`src/rtl/serial_subtractor.sv`:
```
// Bit-serial two's-complement subtractor: difference = a + ~b + 1, one bit per clock, LSB first.
// A start/done handshake wraps a single gate-level full-adder cell.

module serial_subtractor_fa (
  input  wire x,
  input  wire y,
  input  wire cin,
  output wire s,
  output wire cout
);
  wire xy_s;
  wire gen_s;
  wire prop_s;

  xor g_xy   (xy_s, x, y);
  xor g_sum  (s, xy_s, cin);
  and g_gen  (gen_s, x, y);
  and g_prop (prop_s, xy_s, cin);
  or  g_cout (cout, gen_s, prop_s);
endmodule

module serial_subtractor #(
  parameter int WIDTH = 4
) (
  input  logic             clk,
  input  logic             reset,
  input  logic             start,
  input  logic [WIDTH-1:0] a,
  input  logic [WIDTH-1:0] b,
  output logic             busy,
  output logic             done,
  output logic [WIDTH-1:0] difference,
  output logic             carryout,
  output logic             overflow
);
  localparam int CW = $clog2(WIDTH);
  localparam logic [CW-1:0] LAST = CW'(WIDTH - 1);

  typedef enum logic [1:0] {
    IDLE = 2'd0,
    RUN  = 2'd1,
    DONE = 2'd2
  } state_t;

  state_t           state_r;
  state_t           state_nxt_s;
  logic [WIDTH-1:0] a_sh_r;
  logic [WIDTH-1:0] b_sh_r;
  logic [WIDTH-1:0] res_r;
  logic [CW-1:0]    cnt_r;
  logic             carry_r;
  logic             a_msb_r;
  logic             b_msb_r;
  logic             busy_r;
  logic             done_r;
  logic [WIDTH-1:0] diff_r;
  logic             cout_r;
  logic             ovf_r;
  logic             b_inv_s;
  logic             sum_s;
  logic             carry_nxt_s;
  logic             load_s;
  logic             step_s;
  logic             last_s;

  assign b_inv_s = ~b_sh_r[0];

  serial_subtractor_fa u_fa (
    .x    (a_sh_r[0]),
    .y    (b_inv_s),
    .cin  (carry_r),
    .s    (sum_s),
    .cout (carry_nxt_s)
  );

  // Next-state and datapath control decode.
  always_comb begin
    state_nxt_s = state_r;
    load_s      = 1'b0;
    step_s      = 1'b0;
    last_s      = 1'b0;
    case (state_r)
      IDLE, DONE: begin
        if (start) begin
          load_s      = 1'b1;
          state_nxt_s = RUN;
        end else begin
          state_nxt_s = IDLE;
        end
      end
      RUN: begin
        step_s = 1'b1;
        if (cnt_r == LAST) begin
          last_s      = 1'b1;
          state_nxt_s = DONE;
        end else begin
          state_nxt_s = RUN;
        end
      end
      default: state_nxt_s = IDLE;
    endcase
  end

  // State, shift registers and registered result outputs.
  always_ff @(posedge clk) begin
    if (reset) begin
      state_r <= IDLE;
      busy_r  <= 1'b0;
      done_r  <= 1'b0;
      a_sh_r  <= {WIDTH{1'b0}};
      b_sh_r  <= {WIDTH{1'b0}};
      res_r   <= {WIDTH{1'b0}};
      cnt_r   <= {CW{1'b0}};
      carry_r <= 1'b1;
      a_msb_r <= 1'b0;
      b_msb_r <= 1'b0;
      diff_r  <= {WIDTH{1'b0}};
      cout_r  <= 1'b0;
      ovf_r   <= 1'b0;
    end else begin
      state_r <= state_nxt_s;
      busy_r  <= (state_nxt_s == RUN);
      done_r  <= (state_nxt_s == DONE);
      if (load_s) begin
        a_sh_r  <= a;
        b_sh_r  <= b;
        a_msb_r <= a[WIDTH-1];
        b_msb_r <= b[WIDTH-1];
        cnt_r   <= {CW{1'b0}};
        carry_r <= 1'b1;
      end else if (step_s) begin
        a_sh_r  <= {1'b0, a_sh_r[WIDTH-1:1]};
        b_sh_r  <= {1'b0, b_sh_r[WIDTH-1:1]};
        res_r   <= {sum_s, res_r[WIDTH-1:1]};
        carry_r <= carry_nxt_s;
        cnt_r   <= cnt_r + CW'(1);
      end
      // The final bit goes straight into the output register so the result is valid with done.
      if (last_s) begin
        diff_r <= {sum_s, res_r[WIDTH-1:1]};
        cout_r <= carry_nxt_s;
        ovf_r  <= (a_msb_r ^ b_msb_r) & (a_msb_r ^ sum_s);
      end
    end
  end

  assign busy       = busy_r;
  assign done       = done_r;
  assign difference = diff_r;
  assign carryout   = cout_r;
  assign overflow   = ovf_r;
endmodule

```
`config.mk`:
```
export PLATFORM = sky130hd
export DESIGN_NAME = serial_subtractor
export DESIGN_NICKNAME = d
export VERILOG_FILES = /design/src/rtl/serial_subtractor.sv
export SDC_FILE = /design/constraint.sdc
export NUM_CORES = 1
export LEC_CHECK = 0
export CORE_UTILIZATION = 50
export CTS_BUF_LIST = sky130_fd_sc_hd__clkbuf_8 sky130_fd_sc_hd__clkbuf_16
export DETAILED_ROUTE_END_ITERATION = 6
export GPL_ROUTABILITY_DRIVEN = 0
export HOLD_SLACK_MARGIN = 0.06
export PLACE_DENSITY_LB_ADDON = 0.3
export SKIP_LAST_GASP = 1
export SYNTH_ARGS = -nofsm -noshare
export SYNTH_HDL_FRONTEND = slang
export SYNTH_SLANG_ARGS = --single-unit
```
`constraint.sdc`:
```
create_clock -name clk -period 1.5 [get_ports clk]
set_input_delay 0.3 -clock clk [delete_from_list [all_inputs] [get_ports clk]]
set_output_delay 0.3 -clock clk [all_outputs]
set_load 0.05 [all_outputs]
```
* Yosys cells after proc, flatten, opt, wreduce, memory -nomap -nowiden
Index checks and enable logic that the tools add are counted.
Operators by class: bitwise logic cells 10, add/subtract/negate cells 1, reduce and logical (&&, ||, !) cells 5, equality and inequality tests 5, muxes and demuxes 12
Operator list (number):
- 4-bit two-way mux | 4
- 2-bit equality test, second input constant | 3
- 1-bit two-way mux | 6
- 2-bit by 1-bit equality test with 1-bit output, second input constant | 2
- 2-bit one-hot mux with 2 select lines | 1
- 2-bit OR reduction | 2
- 1-bit XOR | 4
- 1-bit bitwise AND | 3
- 2-bit by 1-bit adder with 2-bit output, second input constant | 1
- 2-bit zero test | 1
- 2-bit two-way mux | 1
- 1-bit inverter | 2
- 2-bit AND reduction | 1
- 2-bit nonzero test | 1
- 1-bit bitwise OR | 1
Word-level totals: bits in registers 27, word-level logic and storage cells 46, output and inout bits 8, input port bits 11

* Logic depth before layout (Yosys ltp)
word-level depth 5, depth in mapped cells 5, mapped depth without buffers 5

* Modules after synthesis
A second synthesis with hierarchy kept.
Second synthesis, totals: cells, all modules 117, area total of the unflattened synthesis 1014.7 µm²
By module, submodules not included:
- serial_subtractor | seq. area each 520.5 µm², times used 1, cells an instance 116, area each 994.7 µm²
- serial_subtractor_fa | seq. area each 0.0 µm², times used 1, cells an instance 1, area each 20.0 µm²

* Worst setup path after synthesis
OpenSTA, ideal clock, no wires.
path type register to register, start point register carry_r, end point register ovf_r (netlist: overflow), period minus slack after synthesis 1.324 ns, required time 1.409 ns, library setup time 0.091 ns, data arrival time 1.233 ns, buffers on the path 0, setup slack 0.176 ns, cell stages (with the launch flop) 6, cells stage by stage dfxtp_1 -> inv_1 -> fa_1 -> nor2_1 -> nand2_1 -> a311oi_1
Between the ends: cells in the longest elaborated chain, start to end 3
RTL lines:
- from (decl) | RTL line 51 | logic carry_r;
- from (signal assigned) | RTL line 135 | carry_r <= carry_nxt_s;
- 1-bit XOR | RTL line 16 | xor g_sum (s, xy_s, cin);
- 1-bit XOR | RTL line 142 | ovf_r <= (a_msb_r ^ b_msb_r) & (a_msb_r ^ sum_s);
- 1-bit bitwise AND | RTL line 142
- to (signal assigned) | RTL line 142
- to (decl) | RTL line 58 | logic ovf_r;
No other way between the ends. A chain may end at the register's enable or synchronous reset.

* Worst setup path in the final report
start point register a_sh_r[0], end point register ovf_r (netlist: overflow)
Between the ends: cells in the longest elaborated chain, start to end 4
RTL lines:
- from (decl) | RTL line 47 | logic [WIDTH-1:0] a_sh_r;
- from (signal assigned) | RTL line 110 | a_sh_r <= {WIDTH{1'b0}};
- from (signal assigned) | RTL line 132 | a_sh_r <= {1'b0, a_sh_r[WIDTH-1:1]};
- 1-bit XOR | RTL line 15 | xor g_xy (xy_s, x, y);
- 1-bit XOR | RTL line 16
- 1-bit XOR | RTL line 142
- 1-bit bitwise AND | RTL line 142
No other way between the ends.

==> impl_metrics.env <==
export IMPL_fin_worst_skew_ps=5.78
export IMPL_grt_pass1_wl_mm=3.29
export IMPL_power_per_cell_area_nw_per_um2=1010
export IMPL_postSynthCellCount=109
export IMPL_cts_buffers_inserted=3
export IMPL_cts_buffer_depth=2
export IMPL_final_cell_area_um2=1380
export IMPL_clk_latency_ps=260
export IMPL_crit_family="adder cells"
export IMPL_dpl_cell_count=150
export IMPL_post_place_ws_ps=46.9
export IMPL_die_x_um=47.6
export IMPL_syn_nets=122
export IMPL_tns_ps=0
export IMPL_cp_arrival_ps=1640
export IMPL_num_vias=821
export IMPL_cts_root_buf="clkbuf_8"
export IMPL_hpwl_mm=1.49
export IMPL_totalWireLength_mm=2.07
export IMPL_min_period_over_period_pct=97.7
export IMPL_slowest_delay_ps=580
export IMPL_row_count=16
export IMPL_ant_nets=0
export IMPL_first_global_vias=752
export IMPL_clkSinkCount=26
export IMPL_maxSlewHeadroom_pct=80.4
export IMPL_viasPerCell=5.30
export IMPL_postCtsHoldBufs=0
export IMPL_io_pins=19
export IMPL_fin_nets=142
export IMPL_run_status="finished clean"
export IMPL_start_util_pct=53.0
export IMPL_dr_pass1_iters=4
export IMPL_setup_ws_ps=35.0
export IMPL_slowest_stage="fa_2"
export IMPL_hold_slack_ps=465
export IMPL_crit_type="flip-flop to flip-flop"
export IMPL_setup_violations=0
export IMPL_min_path_type="flip-flop to flip-flop"
export IMPL_synth_warnings=0
export IMPL_path_cells="inv_2 -> fa_2 -> nand3b_1 -> a311oi_2"
export IMPL_drc=0
export IMPL_layout_commonest_cell="dfxtp_1"
export IMPL_overflow=0
export IMPL_ir_worst_vdd_mv=0.714
export IMPL_required_ps=1670
export IMPL_grt_max_degree=27
export IMPL_fillCellCount=159
export IMPL_synth_seq_area_share_pct=50.1
export IMPL_htreeDepth=1
export IMPL_path_clk_slew_ps=80
export IMPL_fin_crit_ps=1470
export IMPL_antennaDiodeCount=0
export IMPL_grt_use_total_pct=20.8
export IMPL_fmax_mhz=683
export IMPL_p_leak_nw=0.516
export IMPL_layout_common_cells="dfxtp_1 (23), nand2_1 (16), nor2_1 (14)"
export IMPL_syn_to_final_growth_pct=32.9
export IMPL_antenna_found_initial=0
export IMPL_crit_fanout=4
export IMPL_placed_area_um2=1310
export IMPL_cts_tree="built"
export IMPL_netlist_area_um2=1040
export IMPL_hold_violations=0
export IMPL_ys_types=28
export IMPL_final_max_slew_viol_count=0
export IMPL_totalPowerFinal_mw=1.39
export IMPL_post_route_util_pct=70.4
export IMPL_r2r_setup_slack_ps=30
export IMPL_core_um2=1960
export IMPL_syn_area_per_cell_um2=9.54
export IMPL_maxCapViolations=0
export IMPL_cp_start_kind="flip-flop"
export IMPL_crit_buf_inv=1
export IMPL_die_h_um=47.6
export IMPL_instances_no_fill=155
export IMPL_tightestPinTransition_ps=293
export IMPL_cp_end_kind="flip-flop"
export IMPL_drtIter0Drc=8
export IMPL_portBuffers=18
export IMPL_routedWlPerCell_um=13.3
export IMPL_dieArea_um2=2270
export IMPL_drive_above_1_share_pct=24.2
export IMPL_ys_seq_elements=26
==> per-layer routing <==
layer / up-vias / global-route usage (%) / wire (um)
li1: 408 / - / -
met1: 392 / 26.0 / 901
met2: 17 / 35.9 / 1060
met3: 4 / 3.40 / 80
met4: 0 / 7.78 / 26
met5: - / 0 / 0
==> flip-flops by register name (all words and copies together) (netlist names), 2 cells and up <==
signal,flops
a_sh_r,4
cnt_r,2
b_sh_r,4
state_r,2
difference,4
res_r,3
==> power breakdown <==
part | total (mW) | internal, mW | switching [mW]
registers | 0.751 | 0.726 | 0.0258
logic | 0.199 | 0.0962 | 0.103
clock network | 0.440 | 0.234 | 0.206
==> repair_timing <==
item                                    CTS  global route
gates resized for setup                   0             7
endpoints found under the setup margin    0             1
setup buffers                             0             1
==> worst min-delay path, cell delays in order, from the launching register on <==
cell     delay (ps)
dfxtp_1         320
nand2_1          50
a21oi_1          60
==> synth_stat cells <==
master    instances  area [um^2]
a211oi_1          1         7.51
a211oi_2          2         25.0
a21oi_1           7         35.0
a22oi_1           1         7.51
a311oi_1          2         17.5
a311oi_2          2         30.0
and2b_1           1         7.51
and3b_1           1         8.76
buf_1             1         3.75
buf_2             4         20.0
buf_6             3         33.8
dfxtp_1          26          521
fa_1              1         20.0
ha_1              1         12.5
inv_1             2         7.51
mux2i_1           4         40.0
nand2_1          16         60.1
nand2b_2          2         17.5
nand3_1           3         15.0
nand3b_1          1         7.51
nor2_1           14         52.6
nor2b_1           3         18.8
nor3_1            5         25.0
nor3_2            1         10.0
o211ai_1          1         7.51
o21a_1            1         7.51
o22ai_1           2         12.5
xnor2_1           1         8.76
==> cell type report <==
| cell class | count | area (um^2) | area share [%] |
|---|---|---|---|
| flip-flops and latches | 26 | 524 | 38.0 |
| multi-input cells | 73 | 463 | 33.5 |
| repair buffers | 23 | 298 | 21.6 |
| clock buffers | 4 | 55.1 | 3.99 |
| well taps | 27 | 33.8 | 2.45 |
| inverters | 2 | 7.51 | 0.543 |
==> path summary, 6_finish.rpt <==
kind	start	endpoint	cells after the start
max	a_sh_r[0]$_SDFFE_PP0P_	overflow$_SDFFE_PP0P_	4
min	res_r[1]$_SDFFE_PP0P_	res_r[1]$_SDFFE_PP0P_	2
max reg2reg	a_sh_r[0]$_SDFFE_PP0P_	overflow$_SDFFE_PP0P_	4
min reg2reg	res_r[1]$_SDFFE_PP0P_	res_r[1]$_SDFFE_PP0P_	2
==> cells by family after synthesis <==
| kind of cell | count (synthesis) | share of synthesized area [%] |
|---|---|---|
| and+or+nand+nor | 47 | 21.4 |
| DFF | 26 | 50.1 |
| AOI/OAI and AO/OA | 19 | 14.4 |
| buffers and inverters | 10 | 6.26 |
| muxes | 4 | 3.85 |
| adders and majority gates | 2 | 3.13 |
| xor gates and xnor gates | 1 | 0.843 |
No activity file was read; power rests on OpenSTA's default activity.
